`src/rtl/brick_mem_arbiter_pkg.sv`:
```
// Shared geometry macros, types and the arbitration helper for the brick-health RAM arbiter.
`ifndef BRICKX
`define BRICKX 40
`endif
`ifndef BRICKY
`define BRICKY 20
`endif
`ifndef BRICK_COLS
`define BRICK_COLS 16
`endif
`ifndef BRICK_ROWS
`define BRICK_ROWS 12
`endif
`ifndef BRICK_HEALTH_W
`define BRICK_HEALTH_W 2
`endif

package brick_mem_arbiter_pkg;
   localparam int NPORT    = 3;
   localparam int PIX_W    = 10;
   localparam int HEALTH_W = `BRICK_HEALTH_W;

   typedef logic [1:0]          port_t;
   typedef logic [PIX_W-1:0]    pix_t;
   typedef logic [HEALTH_W-1:0] health_t;

   // First requesting port at or after start, wrapping; only meaningful when req != 0.
   function automatic port_t pick_port(input logic [NPORT-1:0] req, input port_t start);
      port_t p;
      logic  found;
      int    idx;
      p     = start;
      found = 1'b0;
      for (int k = 0; k < NPORT; k++) begin
         idx = (int'(start) + k) % NPORT;
         if (!found && req[idx[1:0]]) begin
            found = 1'b1;
            p     = port_t'(idx);
         end
      end
      return p;
   endfunction
endpackage

```
`src/rtl/brick_addr_calc.sv`:
```
// Maps pixel coordinates to a brick RAM address and flags pixels outside the brick grid.
// Purely combinational.
module brick_addr_calc
   import brick_mem_arbiter_pkg::*;
#(
   parameter int BRICK_W = `BRICKX,
   parameter int BRICK_H = `BRICKY,
   parameter int COLS    = `BRICK_COLS,
   parameter int ROWS    = `BRICK_ROWS,
   parameter int ADDR_W  = 8
)(
   input  logic [PIX_W-1:0]  i_px,
   input  logic [PIX_W-1:0]  i_py,
   output logic [ADDR_W-1:0] o_addr,
   output logic              o_in_range
);
   pix_t w_col;
   pix_t w_row;

   assign w_col = i_px / PIX_W'(BRICK_W);
   assign w_row = i_py / PIX_W'(BRICK_H);

   // Computing at ADDR_W bits gives the wrap-around truncation directly.
   assign o_addr     = ADDR_W'(w_row) * ADDR_W'(COLS) + ADDR_W'(w_col);
   assign o_in_range = (w_col < PIX_W'(COLS)) && (w_row < PIX_W'(ROWS));
endmodule

```
`src/rtl/brick_mem_arbiter.sv`:
```
// Shares the single-port brick-health RAM between collision (0), loader (1) and drawer (2).
// Build option BRICK_ARB_RR_EN selects round-robin; otherwise fixed priority 0 > 1 > 2.
module brick_mem_arbiter
   import brick_mem_arbiter_pkg::*;
#(
   parameter int BRICK_W = `BRICKX,
   parameter int BRICK_H = `BRICKY,
   parameter int COLS    = `BRICK_COLS,
   parameter int ROWS    = `BRICK_ROWS,
   parameter int ADDR_W  = 8
)(
   input  logic                        clk,
   input  logic                        resetn,
   input  logic [NPORT-1:0]            req,
   input  logic [NPORT-1:0]            we,
   input  logic [NPORT*PIX_W-1:0]      px,
   input  logic [NPORT*PIX_W-1:0]      py,
   input  logic [NPORT*HEALTH_W-1:0]   wdata,
   output logic [NPORT-1:0]            gnt,
   output logic [NPORT-1:0]            done,
   output logic [HEALTH_W-1:0]         rdata,
   output logic                        busy,
   output logic [ADDR_W-1:0]           mem_addr,
   output logic                        mem_wren,
   output logic [HEALTH_W-1:0]         mem_wdata,
   input  logic [HEALTH_W-1:0]         mem_q
);
   typedef enum logic [1:0] {IDLE, ISSUE, WAIT, DONE} state_t;

   state_t              r_state;
   state_t              w_state_nxt;
   port_t               w_start;
   port_t               w_pick;
   pix_t                w_px;
   pix_t                w_py;
   health_t             w_wdata;
   logic                w_we;
   logic [ADDR_W-1:0]   w_addr;
   logic                w_in_range;

   logic [NPORT-1:0]    r_gnt;
   logic [NPORT-1:0]    r_done;
   health_t             r_rdata;
   logic [ADDR_W-1:0]   r_mem_addr;
   logic                r_mem_wren;
   health_t             r_mem_wdata;
   logic                r_we;
   logic                r_in_range;

`ifdef BRICK_ARB_RR_EN
   port_t r_rr_ptr;

   assign w_start = r_rr_ptr;

   always_ff @(posedge clk) begin
      if (!resetn)
         r_rr_ptr <= '0;
      else if (r_state == IDLE && |req)
         r_rr_ptr <= (w_pick == port_t'(NPORT-1)) ? '0 : w_pick + 2'd1;
   end
`else
   assign w_start = '0;
`endif

   assign w_pick = pick_port(req, w_start);

   always_comb begin
      w_px    = px[0 +: PIX_W];
      w_py    = py[0 +: PIX_W];
      w_wdata = wdata[0 +: HEALTH_W];
      w_we    = we[0];
      case (w_pick)
         2'd1: begin
            w_px    = px[PIX_W +: PIX_W];
            w_py    = py[PIX_W +: PIX_W];
            w_wdata = wdata[HEALTH_W +: HEALTH_W];
            w_we    = we[1];
         end
         2'd2: begin
            w_px    = px[2*PIX_W +: PIX_W];
            w_py    = py[2*PIX_W +: PIX_W];
            w_wdata = wdata[2*HEALTH_W +: HEALTH_W];
            w_we    = we[2];
         end
         default: ;
      endcase
   end

   brick_addr_calc #(
      .BRICK_W (BRICK_W),
      .BRICK_H (BRICK_H),
      .COLS    (COLS),
      .ROWS    (ROWS),
      .ADDR_W  (ADDR_W)
   ) u_addr_calc (
      .i_px       (w_px),
      .i_py       (w_py),
      .o_addr     (w_addr),
      .o_in_range (w_in_range)
   );

   always_comb begin
      w_state_nxt = r_state;
      case (r_state)
         IDLE:    if (|req) w_state_nxt = ISSUE;
         ISSUE:   w_state_nxt = WAIT;
         WAIT:    w_state_nxt = DONE;
         DONE:    w_state_nxt = IDLE;
         default: w_state_nxt = IDLE;
      endcase
   end

   always_ff @(posedge clk) begin
      if (!resetn)
         r_state <= IDLE;
      else
         r_state <= w_state_nxt;
   end

   // mem_addr deliberately holds its last value between transactions.
   always_ff @(posedge clk) begin
      if (!resetn) begin
         r_gnt       <= '0;
         r_done      <= '0;
         r_rdata     <= '0;
         r_mem_addr  <= '0;
         r_mem_wren  <= 1'b0;
         r_mem_wdata <= '0;
         r_we        <= 1'b0;
         r_in_range  <= 1'b0;
      end else begin
         case (r_state)
            IDLE: begin
               if (|req) begin
                  r_gnt       <= NPORT'(1) << w_pick;
                  r_mem_addr  <= w_addr;
                  r_mem_wdata <= w_wdata;
                  r_mem_wren  <= w_we & w_in_range;
                  r_we        <= w_we;
                  r_in_range  <= w_in_range;
               end
            end
            ISSUE: r_mem_wren <= 1'b0;
            WAIT: begin
               if (!r_we)
                  r_rdata <= r_in_range ? mem_q : '0;
               r_done <= r_gnt;
            end
            DONE: begin
               r_done <= '0;
               r_gnt  <= '0;
            end
            default: ;
         endcase
      end
   end

   assign gnt       = r_gnt;
   assign done      = r_done;
   assign rdata     = r_rdata;
   assign busy      = (r_state != IDLE);
   assign mem_addr  = r_mem_addr;
   assign mem_wren  = r_mem_wren;
   assign mem_wdata = r_mem_wdata;
endmodule

```
`config.mk`:
```
export PLATFORM = sky130hd
export DESIGN_NAME = brick_mem_arbiter
export DESIGN_NICKNAME = d
export VERILOG_FILES = /design/src/rtl/brick_mem_arbiter_pkg.sv /design/src/rtl/brick_addr_calc.sv /design/src/rtl/brick_mem_arbiter.sv
export SDC_FILE = /design/constraint.sdc
export NUM_CORES = 1
export LEC_CHECK = 0
export BUFFER_PORTS_ARGS = -buffer_cell sky130_fd_sc_hd__buf_4
export CORE_ASPECT_RATIO = 1.5
export CORE_MARGIN = 4
export CORE_UTILIZATION = 49
export DETAILED_ROUTE_END_ITERATION = 10
export PLACE_DENSITY_LB_ADDON = 0.12
export REMOVE_ABC_BUFFERS = 1
export SYNTH_ARGS = -nofsm -noshare
export SYNTH_HDL_FRONTEND = slang
export SYNTH_SLANG_ARGS = --single-unit
export TNS_END_PERCENT = 20
```
`constraint.sdc`:
```
create_clock -name clk -period 4.4 [get_ports clk]
set_input_delay 0.44 -clock clk [delete_from_list [all_inputs] [get_ports clk]]
set_output_delay 0.44 -clock clk [all_outputs]
set_load 0.005 [all_outputs]
```
; Word-level counts from Yosys, hierarchy flattened
; Index checks and enable logic that the tools add are counted.
[classes]
n_addsub = 1
multipliers = 0
div = 2
n_lt_le_gt_ge = 2
n_eq_ne = 6
n_shift = 1
mux = 16
n_bitwise = 2
n_reduce_logical = 15
[ops]
columns = cell, n
row1 = $pmux W10 S2, 2
row2 = $pmux W3 S2, 2
row3 = $div A10 B5 Y10 const B, 1
row4 = $div A10 B6 Y10 const B, 1
row5 = $lt A10 B4 Y1 const B, 1
row6 = $lt A10 B5 Y1 const B, 1
row7 = $add A8 B8 Y8, 1
row8 = $pmux W2 S4, 1
row9 = $reduce_and A2 Y1, 4
row10 = $reduce_bool A2 Y1, 4
row11 = $eq A2 B2 Y1 const B, 3
row12 = $mux W2, 3
row13 = $eq A2 B1 Y1 const B, 2
row14 = $mux W1, 4
row15 = $pmux W1 S2, 2
row16 = $pmux W2 S2, 1
row17 = $logic_and A1 B1 Y1, 3
row18 = $mux W3, 1
row19 = $reduce_or A3 Y1, 1
row20 = $shl A1 B2 Y3 const A, 1
row21 = $logic_not A1 Y1, 2
row22 = $logic_not A2 Y1, 1
row23 = $ne A2 B2 Y1 const B, 1
row24 = $and A1 B1 Y1, 1
row25 = $not A1 Y1, 1
[word_totals]
regBits = 23
latch_bits = 0
ramBits = 0
mem_bits_ro = 0
in_bits = 76
mem_count = 0

; Depth between registers and ports, before layout
[logic_depth]
ltp_word = 15
ltp_mapped = 17

; Cells and area by module
; From an unflattened synthesis, not the netlist that was laid out.
[unflattened]
hier_cells = 336
area_unflattened_um2 = 2457.4
[modules_own_cells]
columns = mod, n_inst, cells_each, area_each_um2, seq_area_each_um2
row1 = brick_mem_arbiter, 1, 191, 1442.6, 460.4
row2 = brick_addr_calc, 1, 145, 1014.7, 0.0

; Least setup slack after synthesis
; OpenSTA, ideal clock, no wires.
[synth_path]
path_type = input-to-reg
start = in req[1]
end = reg r_mem_addr[6] (netlist: mem_addr[6])
setup_ns = 0.076
arrival_time_ns = 3.398
t_required_ns = 4.324
path_slack_ns = 0.927
cell_stages = 16
path_buffers = 2
cell_sequence = buf_6 > or2_1 > buf_6 > o32a_1 > a211o_1 > a311o_1 > o211ai_2 > nor2_2 > a21oi_2 > o32ai_1 > or4_1 > ha_1 > ha_1 > a21boi_0 > nand3b_1 > a21boi_0
[synth_via]
elab_chain_len = 9
elab_cells_between_ends = 15
[synth_rtl]
columns = element, line_no
row1 = start: declaration, brick_mem_arbiter.sv:14  ; input logic [NPORT-1:0] req,
row2 = $logic_and A1 B1 Y1, brick_mem_arbiter_pkg.sv:36  ; if (!found && req[idx[1:0]]) begin
row3 = $mux W1, brick_mem_arbiter_pkg.sv:36
row4 = $logic_not A1 Y1, brick_mem_arbiter_pkg.sv:36
row5 = $logic_and A1 B1 Y1, brick_mem_arbiter_pkg.sv:36
row6 = $mux W2, brick_mem_arbiter_pkg.sv:36
row7 = $eq A2 B2 Y1 / $eq A2 B1 Y1 (equally long branches), brick_mem_arbiter.sv:72  ; case (w_pick)
row8 = $pmux W10 S2, brick_mem_arbiter.sv:72
row9 = $div A10 B5 Y10 / $div A10 B6 Y10 (equally long branches), "brick_addr_calc.sv:21, brick_addr_calc.sv:20"
row10 = $add A8 B8 Y8, brick_addr_calc.sv:24  ; assign o_addr = ADDR_W'(w_row) * ADDR_W'(COLS) + ADDR_W'(w_col);
row11 = end signal: assignment, brick_mem_arbiter.sv:136  ; r_mem_addr <= w_addr;
row12 = end: declaration, brick_mem_arbiter.sv:44  ; logic [ADDR_W-1:0] r_mem_addr;
; Several ways; a longest one is shown, not always the timed one.
; A chain may end at the register's enable or synchronous reset.

; Worst setup path after layout
; Same ends and word-level chain as after synthesis.

==> metrics.yaml <==
detailed_routing:
  ant_nets: 0
  dr.pass1.iters: 4
  num_vias: 2548
  routedWlPerCell_um: 16.0
  via_to_cell_ratio: 6.02
  route.detailed.drc: 0
  drtIter0Drc: 119
  drt-total-wl_mm: 6.78
floorplanning:
  starting_density_of_the_core_pct: 50.5
  coreArea_sq_um: 4500
  die_width_um: 63.6
  core.rowCount: 30
  number_of_ports_placed_on_the_die_boundary: 96
  die-area_sq_um: 5820
  vertical_die_dimension_um: 91.4
yosys:
  yosys_most_used_dff: "sky130_fd_sc_hd__dfxtp_1"
  post_synth_most_frequent_cells: "37 x sky130_fd_sc_hd__nand2_1, 28 x sky130_fd_sc_hd__nor2_1, 23 x sky130_fd_sc_hd__dfxtp_1"
  synth_top_area_share_pct: 20.3
  ys_async_sr_fraction_pct: 0
  synth_most_common_cell: "sky130_fd_sc_hd__nand2_1"
  yosysSeqAreaShare_pct: 20.3
  syn-instance-count: 303
  mappedNetlistArea_sq_um: 2270
  ys_top_cells_by_area: "sky130_fd_sc_hd__dfxtp_1 20%, sky130_fd_sc_hd__nand2_1 6.1%, sky130_fd_sc_hd__nor2_1 4.6%"
  synth_warnings: 0
  number_of_enable_flip_flop_cells_after_synthesis: 0
  synth_seq_cells: 23
  yosys.area.top_type: "sky130_fd_sc_hd__dfxtp_1"
  synth.avg_cell_area_sq_um: 7.50
  synthDistinctLibCells: 62
grt:
  first_global_vias: 2511
  grt_antenna_before_repair: 0
  grt_util_all_layers_pct: 23.5
  grt_overflow_total: 0
  grt_first_pass_wirelength_mm: 11.2
  grt_max_degree: 27
power_and_ir_drop:
  leakagePower_nw: 1.22
  peakVddDrop_v: 0.000142
  powerDensity_nw_per_um2: 315
  totalPowerFinal_mw: 0.920
timing:
  fin_crit_sh_pct: 86.0
  timing.setup.tns_ps: 0
  hold-worst-slack_ps: 465
  rsz0062_at_grt: "no"
  post-route-min-period_ps: 3780
  worst_margin_pin_slew_ps: 593
  report.final.hold_viol_count: 0
  report.final.slew_viol_count: 0
  setup-violations-final: 0
  relSlewSlack_pct: 60.3
  fmaxAchievable_mhz: 264
  finalWorstSetupSlack_ps: 617
  finClkSkew_ps: 3.11
worst_setup_path:
  cp.required_ps: 4590
  endpoint_kind: "flop"
  maximum_fanout_along_the_worst_path: 26
  worstSetupStartpointType: "primary input"
  worstPathArrival_ps: 3970
  crit_type: "in -> reg"
place:
  detail_placement_hpwl_mm: 5.43
  placed_cells_incl_taps: 419
  gp_routability_congestion: 0.942
  preCtsSetupSlack_ps: 375
  portBuffers: 80
clock_tree:
  clkSinkCount: 23
  post_cts_buffers: 0
  clockRootBuffer: "sky130_fd_sc_hd__clkbuf_8"
  clock_latency_ps: 260
  clock_tree.htree_level_count: 1
  clkTransAtPathRegs_ps: 80
  cts_tree: "yes"
  hold_buffers: 0
  cts-buffers-inserted: 3
  cts-root-to-sink-buffers: 2
  cts.repair.resized: 0
final_layout:
  antenna_cells_inserted: 0
  final_layout_size_suffix_gt1_share_pct: 28.0
  layout.filler_cells: 427
  layout.area.seq_sq_um: 460
  fin_nets: 459
  multi_input_area_sq_um: 1680
  final_cell_count_no_fill: 423
  syn_to_final_growth_pct: 28.4
status:
  outcome: "complete, no violations"
job:
  drv_cap: 0
min_path:
  hold_class: "reg -> reg"
==> sequential cells by signal, indices dropped and copies added, names as in the netlist <==
signal	count
rdata	2
r_in_range	1
mem_wdata	2
gnt	3
r_we	1
mem_addr	8
r_state	2
done	3
mem_wren	1
==> final timing paths <==
path                            start                  endpoint  slack, ps  depth (start not counted)
max                            req[1]  mem_addr[6]$_SDFFE_PN0P_        620                         15
min          mem_addr[5]$_SDFFE_PN0P_  mem_addr[5]$_SDFFE_PN0P_        470                          2
max reg2reg   r_state[0]$_SDFFE_PN0P_   r_in_range$_SDFFE_PN0P_       2470                          6
min reg2reg  mem_addr[5]$_SDFFE_PN0P_  mem_addr[5]$_SDFFE_PN0P_        470                          2
==> per-layer routing <==
| metal | vias up | track usage [%] | wire length (um) |
|---|---|---|---|
| li1 | 1288 | - | - |
| met1 | 1185 | 26.2 | 2690 |
| met2 | 63 | 45.4 | 3720 |
| met3 | 12 | 1.49 | 232 |
| met4 | 0 | 8.11 | 140 |
| met5 | - | 0 | 0 |
==> cell usage in the layout (no fill, tap or decap), drive strengths merged, types with 8 or more instances in the layout <==
cell type	netlist	final
a21boi	12	12
a21oi	19	19
buf	11	86
dfxtp	23	23
inv	8	8
nand2	37	37
nand3	12	12
nor2	29	29
nor2b	9	9
nor3	8	8
o21ai	14	14
o22ai	10	10
==> worst max-delay path, cell delays in order <==
cell and delay (ps):
sky130_fd_sc_hd__buf_4 260, sky130_fd_sc_hd__nor2b_1 110, sky130_fd_sc_hd__a31o_1 270, sky130_fd_sc_hd__a221o_1 440, sky130_fd_sc_hd__o21ai_0 270, sky130_fd_sc_hd__o221ai_1 170, sky130_fd_sc_hd__nor2_2 260, sky130_fd_sc_hd__and2_1 260
sky130_fd_sc_hd__o32ai_1 110, sky130_fd_sc_hd__or4_1 490, sky130_fd_sc_hd__ha_1 230, sky130_fd_sc_hd__ha_1 190, sky130_fd_sc_hd__a21boi_0 110, sky130_fd_sc_hd__nand3b_1 160, sky130_fd_sc_hd__a21boi_0 180
==> layout make-up <==
| class | instances | share of cell area, % |
|---|---|---|
| flip-flops and latches | 23 | 15.8 |
| repair buffers | 86 | 22.1 |
| inverters | 8 | 1.03 |
| well taps | 48 | 2.06 |
| multi-input cells | 254 | 57.5 |
| clock buffers | 4 | 1.54 |
==> cell families (layout without fill, tap and decap cells) <==
| kind of cell | after synthesis | in the layout | synth area share (%) |
|---|---|---|---|
| xor+xnor | 4 | 4 | 1.54 |
| fa+ha+maj | 11 | 11 | 5.67 |
| compound gates | 114 | 114 | 39.1 |
| flops | 23 | 23 | 20.3 |
| simple gates | 119 | 119 | 24.8 |
| buf+inv | 26 | 98 | 5.94 |
| mux | 6 | 6 | 2.70 |
==> stage by stage <==
stage          cell area (sq um)  util, %
2_1_floorplan               2170        -
3_3_place_gp                2870     63.8
3_5_place_dp                2870     63.8
4_1_cts                     2920     64.8
5_1_grt                     2920     64.8
6_report                    2920     64.8
==> report_power, final <==
group | total [mW] | internal [mW] | leakage (nW) | switching [mW]
Combinational | 0.514 | 0.230 | 1.01 | 0.284
Clock | 0.126 | 0.0645 | 0.0228 | 0.0615
Sequential | 0.280 | 0.253 | 0.189 | 0.0274
Note: power is estimated with default switching activity, not from simulation.
